File: src/rtl/mem_port_arbiter.sv
// Arbitrates one shared memory port between instruction fetch and the MEM stage.
// Data accesses win ties unless fetch has been starved for STARVE_LIMIT grants.
module mem_port_arbiter #(
  parameter int unsigned STARVE_LIMIT = 4,
  parameter int unsigned MAX_WAIT     = 15
) (
  input  logic        clk_i,
  input  logic        rst_ni,
  input  logic        if_req_i,
  input  logic [31:0] if_addr_i,
  output logic [31:0] if_rdata_o,
  output logic        if_done_o,
  input  logic        d_req_i,
  input  logic        d_we_i,
  input  logic [31:0] d_addr_i,
  input  logic [31:0] d_wdata_i,
  input  logic [3:0]  d_be_i,
  output logic [31:0] d_rdata_o,
  output logic        d_done_o,
  output logic        mem_req_o,
  output logic        mem_we_o,
  output logic [31:0] mem_addr_o,
  output logic [31:0] mem_wdata_o,
  output logic [3:0]  mem_be_o,
  input  logic        mem_ready_i,
  input  logic [31:0] mem_rdata_i,
  output logic        stall_if_o,
  output logic        stall_mem_o,
  output logic        bus_err_o
);

  typedef enum logic [1:0] {IDLE, BUSY_I, BUSY_D, RESP} state_e;

  localparam logic [2:0] StarveMax = 3'(STARVE_LIMIT);
  localparam logic [3:0] WaitMax   = 4'(MAX_WAIT);

  state_e      state_q, state_d;
  logic        we_q, we_d;
  logic [31:0] addr_q, addr_d;
  logic [31:0] wdata_q, wdata_d;
  logic [3:0]  be_q, be_d;
  logic [31:0] if_rdata_q, if_rdata_d;
  logic [31:0] d_rdata_q, d_rdata_d;
  logic        if_done_q, if_done_d;
  logic        d_done_q, d_done_d;
  logic        bus_err_q, bus_err_d;
  logic [3:0]  wait_cnt_q, wait_cnt_d;
  logic [2:0]  starve_cnt_q, starve_cnt_d;
  logic        busy;
  logic        finish;
  logic [31:0] captured;
  logic [3:0]  wait_inc;

  assign busy     = (state_q == BUSY_I) || (state_q == BUSY_D);
  assign wait_inc = wait_cnt_q + 4'd1;

  always_comb begin
    state_d      = state_q;
    we_d         = we_q;
    addr_d       = addr_q;
    wdata_d      = wdata_q;
    be_d         = be_q;
    if_rdata_d   = if_rdata_q;
    d_rdata_d    = d_rdata_q;
    if_done_d    = 1'b0;
    d_done_d     = 1'b0;
    bus_err_d    = 1'b0;
    wait_cnt_d   = wait_cnt_q;
    starve_cnt_d = starve_cnt_q;
    finish       = 1'b0;
    captured     = 32'd0;

    case (state_q)
      IDLE: begin
        // A starved fetch only overrides the data port when both are asking.
        if (d_req_i && !(if_req_i && (starve_cnt_q == StarveMax))) begin
          state_d    = BUSY_D;
          we_d       = d_we_i;
          addr_d     = d_addr_i;
          wdata_d    = d_wdata_i;
          be_d       = d_be_i;
          wait_cnt_d = 4'd0;
          if (if_req_i) starve_cnt_d = starve_cnt_q + 3'd1;
        end else if (if_req_i) begin
          state_d      = BUSY_I;
          we_d         = 1'b0;
          addr_d       = if_addr_i;
          wdata_d      = 32'd0;
          be_d         = 4'hF;
          wait_cnt_d   = 4'd0;
          starve_cnt_d = 3'd0;
        end
      end
      BUSY_I, BUSY_D: begin
        if (mem_ready_i) begin
          finish   = 1'b1;
          captured = we_q ? 32'd0 : mem_rdata_i;
        end else if (wait_inc == WaitMax) begin
          finish    = 1'b1;
          bus_err_d = 1'b1;
        end else begin
          wait_cnt_d = wait_inc;
        end
        if (finish) begin
          state_d = RESP;
          if (state_q == BUSY_D) begin
            d_done_d  = 1'b1;
            d_rdata_d = captured;
          end else begin
            if_done_d  = 1'b1;
            if_rdata_d = captured;
          end
        end
      end
      RESP:    state_d = IDLE;
      default: state_d = IDLE;
    endcase
  end

  always_ff @(posedge clk_i or negedge rst_ni) begin
    if (!rst_ni) begin
      state_q      <= IDLE;
      we_q         <= 1'b0;
      addr_q       <= 32'd0;
      wdata_q      <= 32'd0;
      be_q         <= 4'd0;
      if_rdata_q   <= 32'd0;
      d_rdata_q    <= 32'd0;
      if_done_q    <= 1'b0;
      d_done_q     <= 1'b0;
      bus_err_q    <= 1'b0;
      wait_cnt_q   <= 4'd0;
      starve_cnt_q <= 3'd0;
    end else begin
      state_q      <= state_d;
      we_q         <= we_d;
      addr_q       <= addr_d;
      wdata_q      <= wdata_d;
      be_q         <= be_d;
      if_rdata_q   <= if_rdata_d;
      d_rdata_q    <= d_rdata_d;
      if_done_q    <= if_done_d;
      d_done_q     <= d_done_d;
      bus_err_q    <= bus_err_d;
      wait_cnt_q   <= wait_cnt_d;
      starve_cnt_q <= starve_cnt_d;
    end
  end

  assign mem_req_o   = busy;
  assign mem_we_o    = we_q;
  assign mem_addr_o  = addr_q;
  assign mem_wdata_o = wdata_q;
  assign mem_be_o    = be_q;
  assign if_rdata_o  = if_rdata_q;
  assign d_rdata_o   = d_rdata_q;
  assign if_done_o   = if_done_q;
  assign d_done_o    = d_done_q;
  assign bus_err_o   = bus_err_q;
  assign stall_if_o  = if_req_i & ~if_done_q;
  assign stall_mem_o = d_req_i & ~d_done_q;

endmodule

File: config.mk
export PLATFORM = sky130hd
export DESIGN_NAME = mem_port_arbiter
export DESIGN_NICKNAME = d
export VERILOG_FILES = /design/src/rtl/mem_port_arbiter.sv
export SDC_FILE = /design/constraint.sdc
export NUM_CORES = 1
export LEC_CHECK = 0
export ABC_AREA = 1
export CORE_AREA = 2 2 107 109
export CTS_CLUSTER_DIAMETER = 60
export DETAILED_ROUTE_END_ITERATION = 10
export DIE_AREA = 0 0 109 111
export DONT_BUFFER_PORTS = 1
export PLACE_DENSITY = 0.77
export REMOVE_ABC_BUFFERS = 1
export SYNTH_ARGS = -nofsm -noshare
export SYNTH_HDL_FRONTEND = slang
export SYNTH_SLANG_ARGS = --single-unit
File: constraint.sdc
create_clock -name clk_i -period 2.2 [get_ports clk_i]
set_clock_uncertainty 0.2 [all_clocks]
set_input_delay 0.44 -clock clk_i [delete_from_list [all_inputs] [get_ports clk_i]]
set_output_delay 0.44 -clock clk_i [all_outputs]
set_load 0.03 [all_outputs]
==> results.json <==
{
  "gp_congestion": 0.8480,
  "wire_per_inst_um": 19.95,
  "yosys.area.top_type": "dfrtp_1",
  "ff_latch_area_um2": 3628,
  "clk_latency_ps": 420,
  "cp_slowest_cell": "dfrtp_1",
  "cp-end-kind": "output port",
  "status": "finished, violations left",
  "grt_pass1_vias": 5849,
  "fillers": 740,
  "path_cells": "inv_1 -> ha_4 -> buf_16",
  "dieArea_um2": 12100,
  "nets": 995,
  "violations": "negative hold slack",
  "critPathBufInv": 2,
  "chipHeight_um": 111,
  "crit_fanout": 18,
  "place_inst": 884,
  "path_clk_slew_ps": 60,
  "initial_core_util_pct": 60.44,
  "synth_seq_cells": 145,
  "hpwl_um": 11300,
  "mostFrequentLayoutCells": "nand2_1 (215), dfrtp_1 (145), inv_1 (88)",
  "hold_violations": 145,
  "multiInputGateArea_um2": 2349,
  "powerDensity_nw_per_um2": 1701,
  "min_path_type": "input pin to async pin",
  "avgSynthCellArea_um2": 8.551,
  "cts_root_buffer": "clkbuf_16",
  "timing.hold.ws_ps": -484.8,
  "grt-ovfl-total": 0,
  "cpPeakStageDelay_ps": 350,
  "cts-buffers-inserted": 17,
  "stdcell_count": 1006,
  "synth_ff_type": "dfrtp_1",
  "yosys_warnings": 0,
  "track_usage_pct": 32.98,
  "synth-seq-area-share_pct": 54.20,
  "fin_ws_ps": 128.8,
  "htree_num_levels": 4,
  "layout_commonest_cell": "nand2_1",
  "ioPinCount": 277,
  "fmax_mhz": 482.8,
  "max_cap_violations": 0,
  "critPathRequiredTime_ps": 1560,
  "drive_gt1_share_pct": 7.193,
  "finish.utilization_pct": 74.29,
  "crit_path_start_kind": "register",
  "async_flop_share_pct": 100.0,
  "grt_max_degree": 146,
  "setup_viol": 0,
  "initialDrtViolationCount": 641,
  "wirelength_um": 20070,
  "clock_path_buffers": 2,
  "power_switching_mw": 6.871,
  "grt_pass1_wl_um": 30580,
  "yosysTopAreaCellShare_pct": 54.20,
  "p_clk_share_pct": 21.7,
  "crit_arrival_ps": 1430,
  "io_buffer_count": 0,
  "p_int_mw": 7.122,
  "swShare_pct": 49.10,
  "syn2layout_area_growth_pct": 22.91,
  "die_w_um": 109,
  "firstDrtPassIters": 7,
  "core_um2": 11080,
  "power_frac_seq_pct": 49.4,
  "antenna_found_initial": 1,
  "rows": 39,
  "irDropWorstVdd_mv": 0.8668,
  "drc": 0,
  "clock_sinks": 145,
  "tightest_slew_ps": 576.8,
  "ant_nets": 0,
  "pre_cts_ws_ps": 114.1,
  "syn_area_um2": 6695,
  "setup-tns-final_ps": 0,
  "vias_per_cell": 5.940,
  "slew_viol_final": 0,
  "crit_family": "flip-flops",
  "synth_cell_types": 24,
  "synth_cells": 783,
  "vias": 5976,
  "finalCriticalPeriod_ps": 2071,
  "synth_edf_count": 0,
  "p_leak_nw": 4.105,
  "synth_area_leaders": "dfrtp_1 (54%), nand2_1 (12%), nand4_1 (6.1%)",
  "rsz0062_at_grt": "yes",
  "max_slew_margin_pct": 61.41,
  "worstSetupPathType": "register to output port",
  "cts_tree": "yes",
  "power.share.combinational_pct": 28.8,
  "timing.final.crit_share_pct": 94.15
}
==> worst register-to-register path, delay by kind of cell (launching register included) <==
family / cells / cell delay (ps)
adders and majority gates: 1 / 250
and+or+nand+nor: 3 / 630
DFF: 1 / 380
buffers and inverters: 2 / 470
==> state kept, by name, summed over array words and instances (netlist names) <==
signal,cells
d_rdata_o,32
mem_we_o,1
wait_cnt_q,4
mem_addr_o,32
state_q,2
starve_cnt_q,3
mem_wdata_o,32
if_done_o,1
mem_be_o,4
if_rdata_o,32
d_done_o,1
bus_err_o,1
==> path summary, 6_finish.rpt <==
kind,cells after the start,startpoint,slack [ps],end
min in group clk_i,2,d_be_i[3],10,mem_be_o[3]
hold / removal,0,rst_ni,-480,if_rdata_o[13]
max in group asynchronous,0,rst_ni,2120,mem_addr_o[10]
setup / recovery,3,state_q[0],130,mem_req_o
hold reg to reg,2,state_q[0],310,state_q[0]
setup reg to reg,6,state_q[0],150,d_rdata_o[2]
==> what timing repair did <==
item / CTS / global route
hold buffers: 84 / 2
gates resized for setup: 0 / 3
setup buffers: 0 / 2
hold endpoints to repair: 203 / 147
endpoints found under the setup margin: 0 / 43
==> logic make-up (layout without fill, tap and decap cells) <==
family | after synthesis | after routing | share of synthesized area (%)
compound gates | 81 | 81 | 6.653
xor+xnor | 1 | 1 | 0.1308
simple gates | 402 | 402 | 26.57
other cells | 0 | 1 | 0
buf+inv | 147 | 226 | 11.14
fa+ha+maj | 7 | 7 | 1.308
flops | 145 | 145 | 54.20
==> power by group through the flow <==
stage / Clock, mW / Combinational, mW / Sequential, mW
after floorplan: 0 / 2.22 / 6.79
after global placement: 0 / 3.14 / 6.86
after detailed placement: 0 / 3.37 / 6.89
after CTS: 3.08 / 3.51 / 6.86
after global routing: 3.20 / 4.49 / 7.04
final: 3.04 / 4.04 / 6.92
==> through the flow <==
stage          power, mW  instance area (um2)
3_5_place_dp       10.26                 6655
4_1_cts            13.45                 8120
5_1_grt            14.74                 8229
2_1_floorplan      9.006                 6287
6_report           13.99                 8229
3_3_place_gp       10.00                 6655
==> metal layers <==
layer	routed length, um	track usage, %	vias up
li1	-	-	2663
met1	7148	37.81	2866
met2	10010	53.00	367
met3	2025	12.29	80
met4	888	17.69	0
met5	0	0	-
==> synth_stat cells, types with 4 or more instances <==
cell type / n
nand2_1: 215
clkbuf_1: 10
buf_2: 25
o21ai_0: 42
buf_8: 6
buf_4: 9
nand4_1: 65
buf_6: 6
a21oi_1: 4
a31oi_1: 32
dfrtp_1: 145
ha_1: 7
nand3_1: 44
inv_1: 88
nor2_1: 69
==> cell type report <==
| type | count | area share, % |
|---|---|---|
| Inverter | 90 | 4.105 |
| Multi-Input combinational cell | 491 | 28.54 |
| Clock inverter | 13 | 2.250 |
| Timing Repair Buffer | 105 | 13.47 |
| Clock buffer | 18 | 5.337 |
| Tap cell | 143 | 2.174 |
| Sequential cell | 145 | 44.09 |
| Antenna cell | 1 | 0.03041 |
No activity file was read; power rests on OpenSTA's default activity.
